`config.mk`:
```
export PLATFORM = sky130hd
export DESIGN_NAME = if_stage
export DESIGN_NICKNAME = d
export VERILOG_FILES = /design/src/rtl/if_stage_pkg.sv /design/src/rtl/if_out_reg.sv /design/src/rtl/if_stage.sv
export SDC_FILE = /design/constraint.sdc
export NUM_CORES = 1
export LEC_CHECK = 0
export CAP_MARGIN = 20
export CORE_MARGIN = 10
export CORE_UTILIZATION = 49
export DETAILED_ROUTE_END_ITERATION = 12
export PLACE_DENSITY = 0.91
export SLEW_MARGIN = 10
export SYNTH_ARGS = -nofsm -noshare
export SYNTH_HDL_FRONTEND = slang
export SYNTH_SLANG_ARGS = --single-unit
```
`constraint.sdc`:
```
create_clock -name clk -period 5.8 [get_ports clk]
set_input_delay 0.58 -clock clk [delete_from_list [all_inputs] [get_ports clk]]
set_output_delay 0.58 -clock clk [all_outputs]
set_load 0.05 [all_outputs]
```
`src/rtl/if_stage_pkg.sv`:
```
// Shared constants and FSM encoding for the ZeroCPU RV64 instruction-fetch stage.
package if_stage_pkg;

    localparam int          XLEN     = 64;
    localparam logic [63:0] RESET_PC = 64'h0000_0000_8000_0000;
    localparam logic [31:0] NOP_INST = 32'h0000_0013;

    typedef enum logic [1:0] {
        S_REQ  = 2'd0,
        S_WAIT = 2'd1,
        S_OUT  = 2'd2
    } if_state_e;

endpackage

```
`src/rtl/if_out_reg.sv`:
```
// Holding register for the presented {pc, inst, exc, valid} fetch result.
module if_out_reg
    import if_stage_pkg::*;
(
    input  logic            clk,
    input  logic            rst,
    input  logic            load,
    input  logic            clear,
    input  logic [XLEN-1:0] pc_d,
    input  logic [31:0]     inst_d,
    input  logic            exc_d,
    output logic            valid,
    output logic [XLEN-1:0] pc,
    output logic [31:0]     inst,
    output logic            exc
);

    // load wins over clear so a misaligned redirect can replace a held result
    always_ff @(posedge clk or negedge rst) begin
        if (!rst) begin
            valid <= 1'b0;
            pc    <= '0;
            inst  <= '0;
            exc   <= 1'b0;
        end else if (load) begin
            valid <= 1'b1;
            pc    <= pc_d;
            inst  <= inst_d;
            exc   <= exc_d;
        end else if (clear) begin
            valid <= 1'b0;
            exc   <= 1'b0;
        end
    end

endmodule

```
`src/rtl/if_stage.sv`:
```
// Instruction-fetch stage: one outstanding req/gnt/rvalid fetch, redirect flush.
// Optional feature macro: IFU_MISALIGN_CHECK_EN (misaligned redirect raises out_exc).
module if_stage
    import if_stage_pkg::*;
(
    input  logic            clk,
    input  logic            rst,
    output logic            imem_req,
    output logic [XLEN-1:0] imem_addr,
    input  logic            imem_gnt,
    input  logic            imem_rvalid,
    input  logic [31:0]     imem_rdata,
    input  logic            redirect_valid,
    input  logic [XLEN-1:0] redirect_pc,
    input  logic            stall_i,
    output logic            out_valid,
    output logic [XLEN-1:0] out_pc,
    output logic [31:0]     out_inst,
    output logic            out_exc
);

    if_state_e       state_reg, state_next;
    logic [XLEN-1:0] pc_reg, pc_next;
    logic            drop_reg, drop_next;

    logic            out_load, out_clear, out_exc_d;
    logic [XLEN-1:0] out_pc_d;
    logic [31:0]     out_inst_d;
    logic [XLEN-1:0] redirect_target;
    logic [XLEN-1:0] pc_plus4;
    logic            redirect_misaligned;
    logic            drain_pending;

`ifdef IFU_MISALIGN_CHECK_EN
    assign redirect_target     = redirect_pc;
    assign redirect_misaligned = |redirect_pc[1:0];
`else
    assign redirect_target     = redirect_pc & ~{{(XLEN-2){1'b0}}, 2'b11};
    assign redirect_misaligned = 1'b0;
`endif

    assign pc_plus4  = pc_reg + {{(XLEN-3){1'b0}}, 3'd4};
    assign imem_req  = (state_reg == S_REQ);
    assign imem_addr = {pc_reg[XLEN-1:2], 2'b00};

    // A flushed request can still be outstanding in S_OUT after a misaligned
    // redirect; it must drain through S_WAIT before a new request issues.
    assign drain_pending = drop_reg & ~imem_rvalid;

    always_ff @(posedge clk or negedge rst) begin
        if (!rst) begin
            state_reg <= S_REQ;
            pc_reg    <= RESET_PC;
            drop_reg  <= 1'b0;
        end else begin
            state_reg <= state_next;
            pc_reg    <= pc_next;
            drop_reg  <= drop_next;
        end
    end

    always_comb begin
        state_next = state_reg;
        pc_next    = pc_reg;
        drop_next  = drop_reg;
        out_load   = 1'b0;
        out_clear  = 1'b0;
        out_pc_d   = pc_reg;
        out_inst_d = imem_rdata;
        out_exc_d  = 1'b0;

        if (redirect_valid) begin
            pc_next   = redirect_target;
            out_clear = 1'b1;
            case (state_reg)
                S_REQ: begin
                    if (imem_gnt) begin
                        state_next = S_WAIT;
                        drop_next  = 1'b1;
                    end
                end
                S_WAIT: begin
                    if (imem_rvalid) begin
                        state_next = S_REQ;
                        drop_next  = 1'b0;
                    end else begin
                        drop_next  = 1'b1;
                    end
                end
                default: begin
                    state_next = drain_pending ? S_WAIT : S_REQ;
                    drop_next  = drain_pending;
                end
            endcase
            if (redirect_misaligned) begin
                state_next = S_OUT;
                out_load   = 1'b1;
                out_pc_d   = redirect_pc;
                out_inst_d = NOP_INST;
                out_exc_d  = 1'b1;
            end
        end else begin
            case (state_reg)
                S_REQ: begin
                    if (imem_gnt) state_next = S_WAIT;
                end
                S_WAIT: begin
                    if (imem_rvalid) begin
                        if (drop_reg) begin
                            drop_next  = 1'b0;
                            state_next = S_REQ;
                        end else begin
                            out_load   = 1'b1;
                            state_next = S_OUT;
                        end
                    end
                end
                S_OUT: begin
                    if (drop_reg && imem_rvalid) drop_next = 1'b0;
                    if (!stall_i) begin
                        out_clear  = 1'b1;
                        pc_next    = pc_plus4;
                        state_next = drain_pending ? S_WAIT : S_REQ;
                    end
                end
                default: state_next = S_REQ;
            endcase
        end
    end

    if_out_reg u_out_reg (
        .clk    (clk),
        .rst    (rst),
        .load   (out_load),
        .clear  (out_clear),
        .pc_d   (out_pc_d),
        .inst_d (out_inst_d),
        .exc_d  (out_exc_d),
        .valid  (out_valid),
        .pc     (out_pc),
        .inst   (out_inst),
        .exc    (out_exc)
    );

endmodule
```
==> reports/metrics.cfg, run 1 <==
[outcome]
outcome=completed

[die]
rows=45
ioPinCount=265
die_h_um=144.6
core_um2=15200
die-area_um2=20890
die_w_um=144.6
start_util=0.5000

[hold_path]
hold_class=primary input to asynchronous set/reset pin

[placement]
placed_area_um2=10280
portBuffers=257
gp_congestion=0.8457
dpl.hpwl_um=17880

[synth]
synth_seq_cells=160
ys_types=51
synth.yosys.seq_area_share=0.5269
synth_async_sr_flop_share=1.000
synth_largest_area_cell=dfrtp_1
synth_common_cells=dfrtp_1 (159), mux2_2 (95), nand2_1 (77)
netlist_area_um2=7601
synth_most_common_cell=dfrtp_1
synth_edf_count=0
synthCells=690
postSynthAreaPerCell_um2=11.02
synth.top_cell.area_share=0.5235
yosys_warnings=0
synth_area_leaders=dfrtp_1 (52%), mux2_2 (14%), nand2_1 (3.8%)
synth-main-ff-cell=dfrtp_1

[sta]
period_minus_slack_ns=3.304
rsz0062_at_grt=no
relSlewSlack=0.3501
final.setup.tns_ns=0
hold_violations=0
setup_viol=0
fmax_mhz=302.7
hold_slack_ns=0.2057
tightestPinTransition_ns=0.9675
final_max_slew_viol_count=0
skew_ns=0.008861
finalCritPeriodShare=0.5696

[setup_path]
slowest_stage=nor4_4
end_kind=register
cp.required_ns=6.14
max_stage_delay_ns=0.87
critPathKind=primary input to register
startpoint_type=primary input
cp_data_arrival_time_ns=3.64
cp_max_fo=15
path_cells=clkdlybuf4s50_1, or3b_4, nor4_4, nand4_1, or4b_1, a31oi_1

[clocking]
clk_pin_slew_ns=0.06
numCtsBuffers=17
cts_resized=0
root_buffer=clkbuf_16
postCtsHoldBufs=0
htree_num_levels=4
clock_sinks=160
cts_tree=built
clk_latency_ns=0.43
cts_setup_buffers=0
cts_buffer_depth=2

[drt]
drc_errors=0
wl_per_cell_um=21.18
wl_um=24040
drt_iter0_drc=545
ant_nets=0
vias=6577
drtPass1Iterations=6
viasPerCell=5.795

[global_routing]
grt_antenna_before_repair=0
grtUsageTotal=0.2251
grt_pass1_wl_um=36700
grt_max_degree=94
grt_overflow=0
first_global_vias=6575

[layout]
design_area_um2=10860
diodes=0
final_util=0.7147
synthToLayoutAreaGrowth_pct=42.93
drive_gt1_frac=0.1542
nFillCells=1084
layout.nets=1038

[flow_run]
cap_violations=0

[power_and_ir_drop]
clkPwrFrac=0.198
power_w=0.005595
p_per_area_nw_per_um2=515.0
p_seq_frac=0.315
p_sw_w=0.002488
p_int_w=0.003107
swShare=0.4446
combPwrFrac=0.487
p_leak_nw=4.305
max-vdd-ir-drop_v=0.0003522

==> critical path: cells and delay by family <==
kind	cells	cell delay, ns
AND/OR/NAND/NOR	4	2.37
buffers and inverters	1	0.48
AO/OA/AOI/OAI	1	0.20
==> cell type report <==
cell class / count / area, um2 / area share
well taps: 188 / 235.2 / 0.02165
flip-flops and latches: 160 / 4005 / 0.3687
inverters: 7 / 26.28 / 0.002419
clock buffers: 19 / 442.9 / 0.04077
clock inverters: 12 / 137.6 / 0.01267
repair buffers: 264 / 2624 / 0.2415
multi-input cells: 485 / 3393 / 0.3123
==> path summary, 6_finish.rpt <==
check / start / slack, ns / endpoint / depth (start not counted)
worst max register to register: state_reg[1] / 2.62 / pc_reg[53] / 5
worst min register to register: u_out_reg.inst[13] / 0.51 / u_out_reg.inst[13] / 1
worst max-delay path: stall_i / 2.50 / pc_reg[53] / 6
min in group clk: u_out_reg.inst[13] / 0.51 / u_out_reg.inst[13] / 1
worst min-delay path: rst / 0.21 / u_out_reg.pc[21] / 1
max in group asynchronous: rst / 4.23 / pc_reg[59] / 2
==> through the flow <==
| stage | setup slack, ns | instances |
|---|---|---|
| 3_3_place_gp | 2.135 | 1104 |
| 5_1_grt | 2.339 | 1135 |
| 3_5_place_dp | 2.114 | 1104 |
| 6_report | 2.496 | 1135 |
| 4_1_cts | 2.537 | 1135 |
| 2_1_floorplan | 3.291 | 694 |
==> placed cells by master (no fill, tap or decap), types with 13 or more instances in the layout <==
master / count
clkdlybuf4s50_1: 255
nor3_1: 19
dfrtp_1: 159
o21ai_0: 47
nand2_1: 77
clkbuf_16: 17
a31oi_1: 13
nand3_1: 26
nand4_1: 41
mux2_2: 95
nor2_1: 31
xor2_1: 25
==> power by group through the flow <==
| stage | registers [W] | logic (W) | clock network (W) |
|---|---|---|---|
| finish | 0.00176 | 0.00272 | 0.00111 |
| global route | 0.00181 | 0.00282 | 0.00117 |
| global placement | 0.00174 | 0.00271 | 0 |
| floorplan | 0.00304 | 0.000443 | 0 |
| detailed placement | 0.00178 | 0.00274 | 0 |
| CTS | 0.00177 | 0.00275 | 0.00112 |
==> metal layers <==
metal / wire, um / vias to the layer above / part of all wire / global-route usage
met1: 9105 / 3215 / 0.38 / 0.2640
met2: 11880 / 313 / 0.49 / 0.3692
met4: 557 / 0 / 0.023 / 0.08511
met3: 2501 / 49 / 0.10 / 0.08199
met5: 0 / - / 0 / 0
li1: - / 3000 / - / -
==> cells by family (layout without fill, tap and decap cells) <==
group	Yosys count	count (layout)	share of synthesized area
flip-flops	160	160	0.5269
multiplexers	99	99	0.1460
AO/OA/AOI/OAI	83	83	0.06601
other	1	5	0.0004934
adder cells (fa/ha/maj)	1	1	0.001646
XOR/XNOR	37	37	0.04263
buffers and inverters	49	302	0.02947
AND/OR/NAND/NOR	260	260	0.1868
(Power assumes the default switching activity.)
==> run 2, diff against run 1 <==
- CORE_UTILIZATION: 49 -> 41
- PLACE_DENSITY: 0.91 -> 0.82
- clock period: 5.8 -> 2.8 ns (I/O delays scaled with it)
==> reports/metrics.cfg, run 2 (synthesized netlist as in run 1, its figures left out) <==
[outcome]
outcome=completed  ; unchanged

[global_routing]
grt_overflow=0  ; unchanged
first_global_vias=6937  ; was 6575
grt_pass1_wl_um=39470  ; was 36700 um
grtUsageTotal=0.2053  ; was 0.2251
grt_antenna_before_repair=0  ; unchanged
grt_max_degree=113  ; was 94

[die]
start_util=0.4203  ; was 0.5000
die_w_um=156.2  ; was 144.6 um
die-area_um2=24390  ; was 20890 um2
core_um2=18090  ; was 15200 um2
die_h_um=156.2  ; was 144.6 um
ioPinCount=265  ; unchanged
rows=49  ; was 45

[setup_path]
max_stage_delay_ns=0.53  ; was 0.87 ns
cp.required_ns=3.14  ; was 6.14 ns
path_cells=or3b_4, nor4_4, nand4_1, or4b_1, a31oi_1  ; was clkdlybuf4s50_1, or3b_4, nor4_4, nand4_1, or4b_1, a31oi_1
cp.depth=5  ; was 6
rr_worst_depth=5  ; unchanged
critPathKind=register to register  ; was primary input to register
slowest_stage=or3b_4  ; was nor4_4
critical_path_buf_inv_count=0  ; was 1
startpoint_type=register  ; was primary input
end_kind=register  ; unchanged
cpLargestDelayFamily=simple AND/OR/NAND/NOR gates  ; unchanged
cp_max_fo=11  ; was 15
cp_data_arrival_time_ns=2.86  ; was 3.64 ns

[hold_path]
whs_path_depth=3
hold_class=primary input to register  ; was primary input to asynchronous set/reset pin

[sta]
tightestPinTransition_ns=0.6811  ; was 0.9675 ns
relSlewSlack=0.5459  ; was 0.3501
hold_violations=0  ; unchanged
rsz0062_at_grt=no  ; unchanged
finalCritPeriodShare=0.8971
postLayoutSetupSlackWorst_ns=0.2882  ; was 2.496 ns
final.setup.tns_ns=0  ; unchanged
final_max_slew_viol_count=0  ; unchanged
skew_ns=0.006386  ; was 0.008861 ns
fmax_mhz=398.1
period_minus_slack_ns=2.512
setup_viol=0  ; unchanged

[placement]
dpl.hpwl_um=18910  ; was 17880 um
pre_cts_ws_ns=0.03374  ; was 2.114 ns
gp_congestion=0.8486  ; was 0.8457
portBuffers=257  ; unchanged

[clocking]
cts_buffer_depth=2  ; unchanged
htree_num_levels=4  ; unchanged
clk_pin_slew_ns=0.06  ; about the same
cts_tree=built  ; unchanged
clk_latency_ns=0.42  ; was 0.43 ns
root_buffer=clkbuf_16  ; unchanged
numCtsBuffers=17  ; unchanged
cts_resized=0  ; unchanged
clock_sinks=160  ; unchanged

[power_and_ir_drop]
p_sw_w=0.005116  ; was 0.002488 W
clkPwrFrac=0.210  ; was 0.198
combPwrFrac=0.486  ; was 0.487
p_int_w=0.006667  ; was 0.003107 W
power_w=0.01178  ; was 0.005595 W
max-vdd-ir-drop_v=0.0007202  ; was 0.0003522 V
swShare=0.4342  ; was 0.4446
p_seq_frac=0.305  ; was 0.315
p_per_area_nw_per_um2=1048  ; was 515.0 nW/um2
p_leak_nw=4.510  ; was 4.305 nW

[layout]
layout.nets=1070  ; was 1038
drive_gt1_frac=0.1808  ; was 0.1542
synthToLayoutAreaGrowth_pct=47.97  ; was 42.93%
final_common_cell=clkdlybuf4s50_1  ; unchanged
diodes=0  ; unchanged
layout_common_cells=clkdlybuf4s50_1 (255), dfrtp_1 (159), mux2_2 (95), nand2_1 (77), o21ai_0 (47)  ; unchanged

[drt]
ant_nets=0  ; unchanged
drtPass1Iterations=5  ; was 6
vias=6604  ; was 6577
wl_um=25040  ; was 24040 um
wl_per_cell_um=20.73  ; was 21.18 um
viasPerCell=5.467  ; was 5.795
drc_errors=0  ; unchanged
drt_iter0_drc=489  ; was 545

[flow_run]
cap_violations=0  ; unchanged

## run 2: cell count changes in the layout (fill, tap and decap cells not counted), moves of 2 or more
cell	delta
bufinv_16	+2
clkinv_2	+3
buf_4	+27
buf_12	+4
clkinvlp_4	-2
clkinv_4	-3
## run 2: what timing repair did
action	CTS	global route
hold buffers	1	0
buffers inserted	0	0
hold endpoints to repair	70	0
## run 2: layer usage
metal,part of all wire,GRT usage,vias up
li1,-,-,3056
met1,0.40,0.2430,3259
met2,0.48,0.3403,260
met3,0.099,0.07665,29
met4,0.018,0.06292,0
met5,0,0,-
## run 2: final cells by class
cell class	count	area, um2
clock buffer	20	456.7
clock inverter	11	162.7
fill	1456	6839
inverter	7	26.28
multi-input combinational	485	3393
sequential	160	4005
tap	229	286.5
timing repair buffer	296	2917
## run 2: worst reg2reg max path, cell delays in order (launching register included)
cell	delay (ns)
dfrtp_1	0.51
or3b_4	0.53
nor4_4	0.44
nand4_1	0.27
or4b_1	0.52
a31oi_1	0.17
## run 2: power groups by stage
stage	logic [W]	registers, W	clock network (W)
finish	0.00572	0.00359	0.00247
CTS	0.00578	0.00360	0.00252
global route	0.00596	0.00371	0.00260
global placement	0.00570	0.00358	0
floorplan	0.000918	0.00630	0
detailed placement	0.00576	0.00364	0
## run 2: per-stage QoR
step	util	hold slack (ns)	cell area [um2]	instances
after floorplan	-	-0.01559	7616	694
after global placement	0.5871	0.3472	10620	1176
after detailed placement	0.5871	0.3523	10620	1176
after CTS	0.6219	0.4047	11250	1208
after global routing	0.6219	0.4302	11250	1208
final	0.6219	0.4139	11250	1208
## run 2: final timing paths
check | start | to | slack (ns)
worst max-delay path | state_reg[1] | pc_reg[53] | 0.29
worst min-delay path | redirect_pc[35] | pc_reg[35] | 0.41
worst max register to register | state_reg[1] | pc_reg[53] | 0.29
worst min register to register | u_out_reg.inst[23] | u_out_reg.inst[23] | 0.50
max in group asynchronous | rst | u_out_reg.valid | 1.54
min in group asynchronous | rst | u_out_reg.inst[31] | 0.45
==> run 3, diff against run 2 <==
- CORE_UTILIZATION: 41 -> 23
- PLACE_DENSITY: 0.82 -> 0.53
==> reports/metrics.cfg, run 3 (synthesized netlist as in run 1, its figures left out) <==
[drt]
wl_um=28520  ; was 25040 um
ant_nets=0  ; unchanged
drc_errors=0  ; unchanged
drtPass1Iterations=6  ; was 5
vias=6565  ; was 6604
wl_per_cell_um=19.88  ; was 20.73 um
viasPerCell=4.575  ; was 5.467
drt_iter0_drc=256  ; was 489

[layout]
drive_gt1_frac=0.1907  ; was 0.1808
final_util=0.3561  ; was 0.6219
synthToLayoutAreaGrowth_pct=52.44  ; was 47.97%
stdcell_count=1435  ; was 1208
layout.nets=1081  ; was 1070
layout_common_cells=clkdlybuf4s50_1 (255), dfrtp_1 (159), mux2_2 (95), nand2_1 (77), o21ai_0 (47)  ; unchanged
nFillCells=3311  ; was 1456
final_common_cell=clkdlybuf4s50_1  ; unchanged

[sta]
relSlewSlack=0.5468  ; was 0.5459
rsz0062_at_grt=no  ; unchanged
fmax_mhz=389.5  ; was 398.1 MHz
final_max_slew_viol_count=0  ; unchanged
skew_ns=0.01337  ; was 0.006386 ns
postLayoutSetupSlackWorst_ns=0.2324  ; was 0.2882 ns
final.setup.tns_ns=0  ; unchanged
finalCritPeriodShare=0.9170  ; was 0.8971
period_minus_slack_ns=2.568  ; was 2.512 ns
setup_viol=0  ; unchanged
hold_violations=0  ; unchanged
tightestPinTransition_ns=0.6799  ; was 0.6811 ns

[die]
die-area_um2=40720  ; was 24390 um2
die_w_um=201.8  ; was 156.2 um
core_um2=32540  ; was 18090 um2
rows=66  ; was 49
die_h_um=201.8  ; was 156.2 um
ioPinCount=265  ; unchanged
start_util=0.2336  ; was 0.4203

[power_and_ir_drop]
p_int_w=0.006577  ; was 0.006667 W
p_per_area_nw_per_um2=1018  ; was 1048 nW/um2
p_seq_frac=0.303  ; was 0.305
max-vdd-ir-drop_v=0.0006670  ; was 0.0007202 V
combPwrFrac=0.488  ; was 0.486
power_w=0.01179  ; was 0.01178 W
swShare=0.4423  ; was 0.4342
p_leak_nw=4.543  ; was 4.510 nW
clkPwrFrac=0.209  ; was 0.210
p_sw_w=0.005217  ; was 0.005116 W

[setup_path]
critical_path_buf_inv_count=0  ; unchanged
end_kind=register  ; unchanged
critPathKind=register to register  ; unchanged
cp_data_arrival_time_ns=2.92  ; was 2.86 ns
path_cells=or3b_4, nor4_4, nand4_2, or4_1, a31oi_1  ; was or3b_4, nor4_4, nand4_1, or4b_1, a31oi_1
slowest_stage=or3b_4  ; unchanged
cpLargestDelayFamily=simple AND/OR/NAND/NOR gates  ; unchanged
max_stage_delay_ns=0.54  ; was 0.53 ns
cp_max_fo=11  ; unchanged
startpoint_type=register  ; unchanged
regToRegSetupSlack_ns=0.23  ; was 0.29 ns
cp.required_ns=3.15  ; was 3.14 ns

[outcome]
outcome=completed  ; unchanged

[placement]
portBuffers=257  ; unchanged
placedCellCount=1400  ; was 1176
dpl.hpwl_um=21500  ; was 18910 um
pre_cts_ws_ns=-0.01551  ; was 0.03374 ns
gp_congestion=0.8283  ; was 0.8486

[global_routing]
grtUsageTotal=0.1378  ; was 0.2053
grt_antenna_before_repair=8  ; was 0
grt_max_degree=65  ; was 113
grt_overflow=0  ; unchanged
grt_pass1_wl_um=43370  ; was 39470 um
first_global_vias=6800  ; was 6937

[clocking]
cts_resized=0  ; unchanged
root_buffer=clkbuf_16  ; unchanged
clock_sinks=160  ; unchanged
htree_num_levels=4  ; unchanged
clk_pin_slew_ns=0.07  ; was 0.06 ns
cts_buffer_depth=2  ; unchanged
numCtsBuffers=17  ; unchanged
clk_latency_ns=0.44  ; was 0.42 ns
cts_setup_buffers=0  ; unchanged
cts_tree=built  ; unchanged
postCtsHoldBufs=1  ; unchanged

[hold_path]
hold_class=primary input to register  ; unchanged

[flow_run]
cap_violations=0  ; unchanged

## run 3: final timing paths
kind | startpoint | endpoint | depth (start not counted)
max | state_reg[0] | pc_reg[59] | 5
min | redirect_pc[47] | pc_reg[47] | 3
max reg2reg | state_reg[0] | pc_reg[59] | 5
min reg2reg | u_out_reg.inst[22] | u_out_reg.inst[22] | 1
max in group asynchronous | rst | u_out_reg.inst[22] | 3
min in group asynchronous | rst | u_out_reg.pc[19] | 2
## run 3: power groups by stage
stage          clock [W]  combinational, W  sequential [W]
2_1_floorplan          0          0.000918         0.00630
3_3_place_gp           0           0.00580         0.00359
3_5_place_dp           0           0.00582         0.00362
4_1_cts          0.00255           0.00584         0.00359
5_1_grt          0.00264           0.00600         0.00369
6_report         0.00246           0.00576         0.00357
## run 3: metrics by stage
| stage | cell area [um2] | hold WS [ns] |
|---|---|---|
| finish | 11590 | 0.3969 |
| detailed placement | 10970 | 0.3475 |
| global placement | 10970 | 0.3458 |
| global route | 11580 | 0.3865 |
| floorplan | 7616 | -0.01559 |
| CTS | 11580 | 0.3725 |
## run 3: layout make-up
class                      instances  area (um2)  share of cell area
timing repair buffer             307        2999              0.2588
sequential                       160        4005              0.3456
tap                              442       553.0             0.04773
multi-input combinational        485        3393              0.2928
antenna                            2       5.005           0.0004319
clock buffer                      19       442.9             0.03822
inverter                           7       26.28            0.002268
clock inverter                    13       162.7             0.01404
## run 3: routing by layer
layer  part of all wire  global-route usage  vias up
met1               0.43              0.1672     3238
met5             0.0031                   0        -
met3              0.086             0.06077       26
met4             0.0093             0.03490       12
li1                   -                   -     3090
met2               0.47              0.2184      199
## run 3: worst reg2reg max path, cell delays in order, from the launching register on
cell	delay [ns]
dfrtp_1	0.45
or3b_4	0.54
nor4_4	0.47
nand4_2	0.34
or4_1	0.51
a31oi_1	0.18
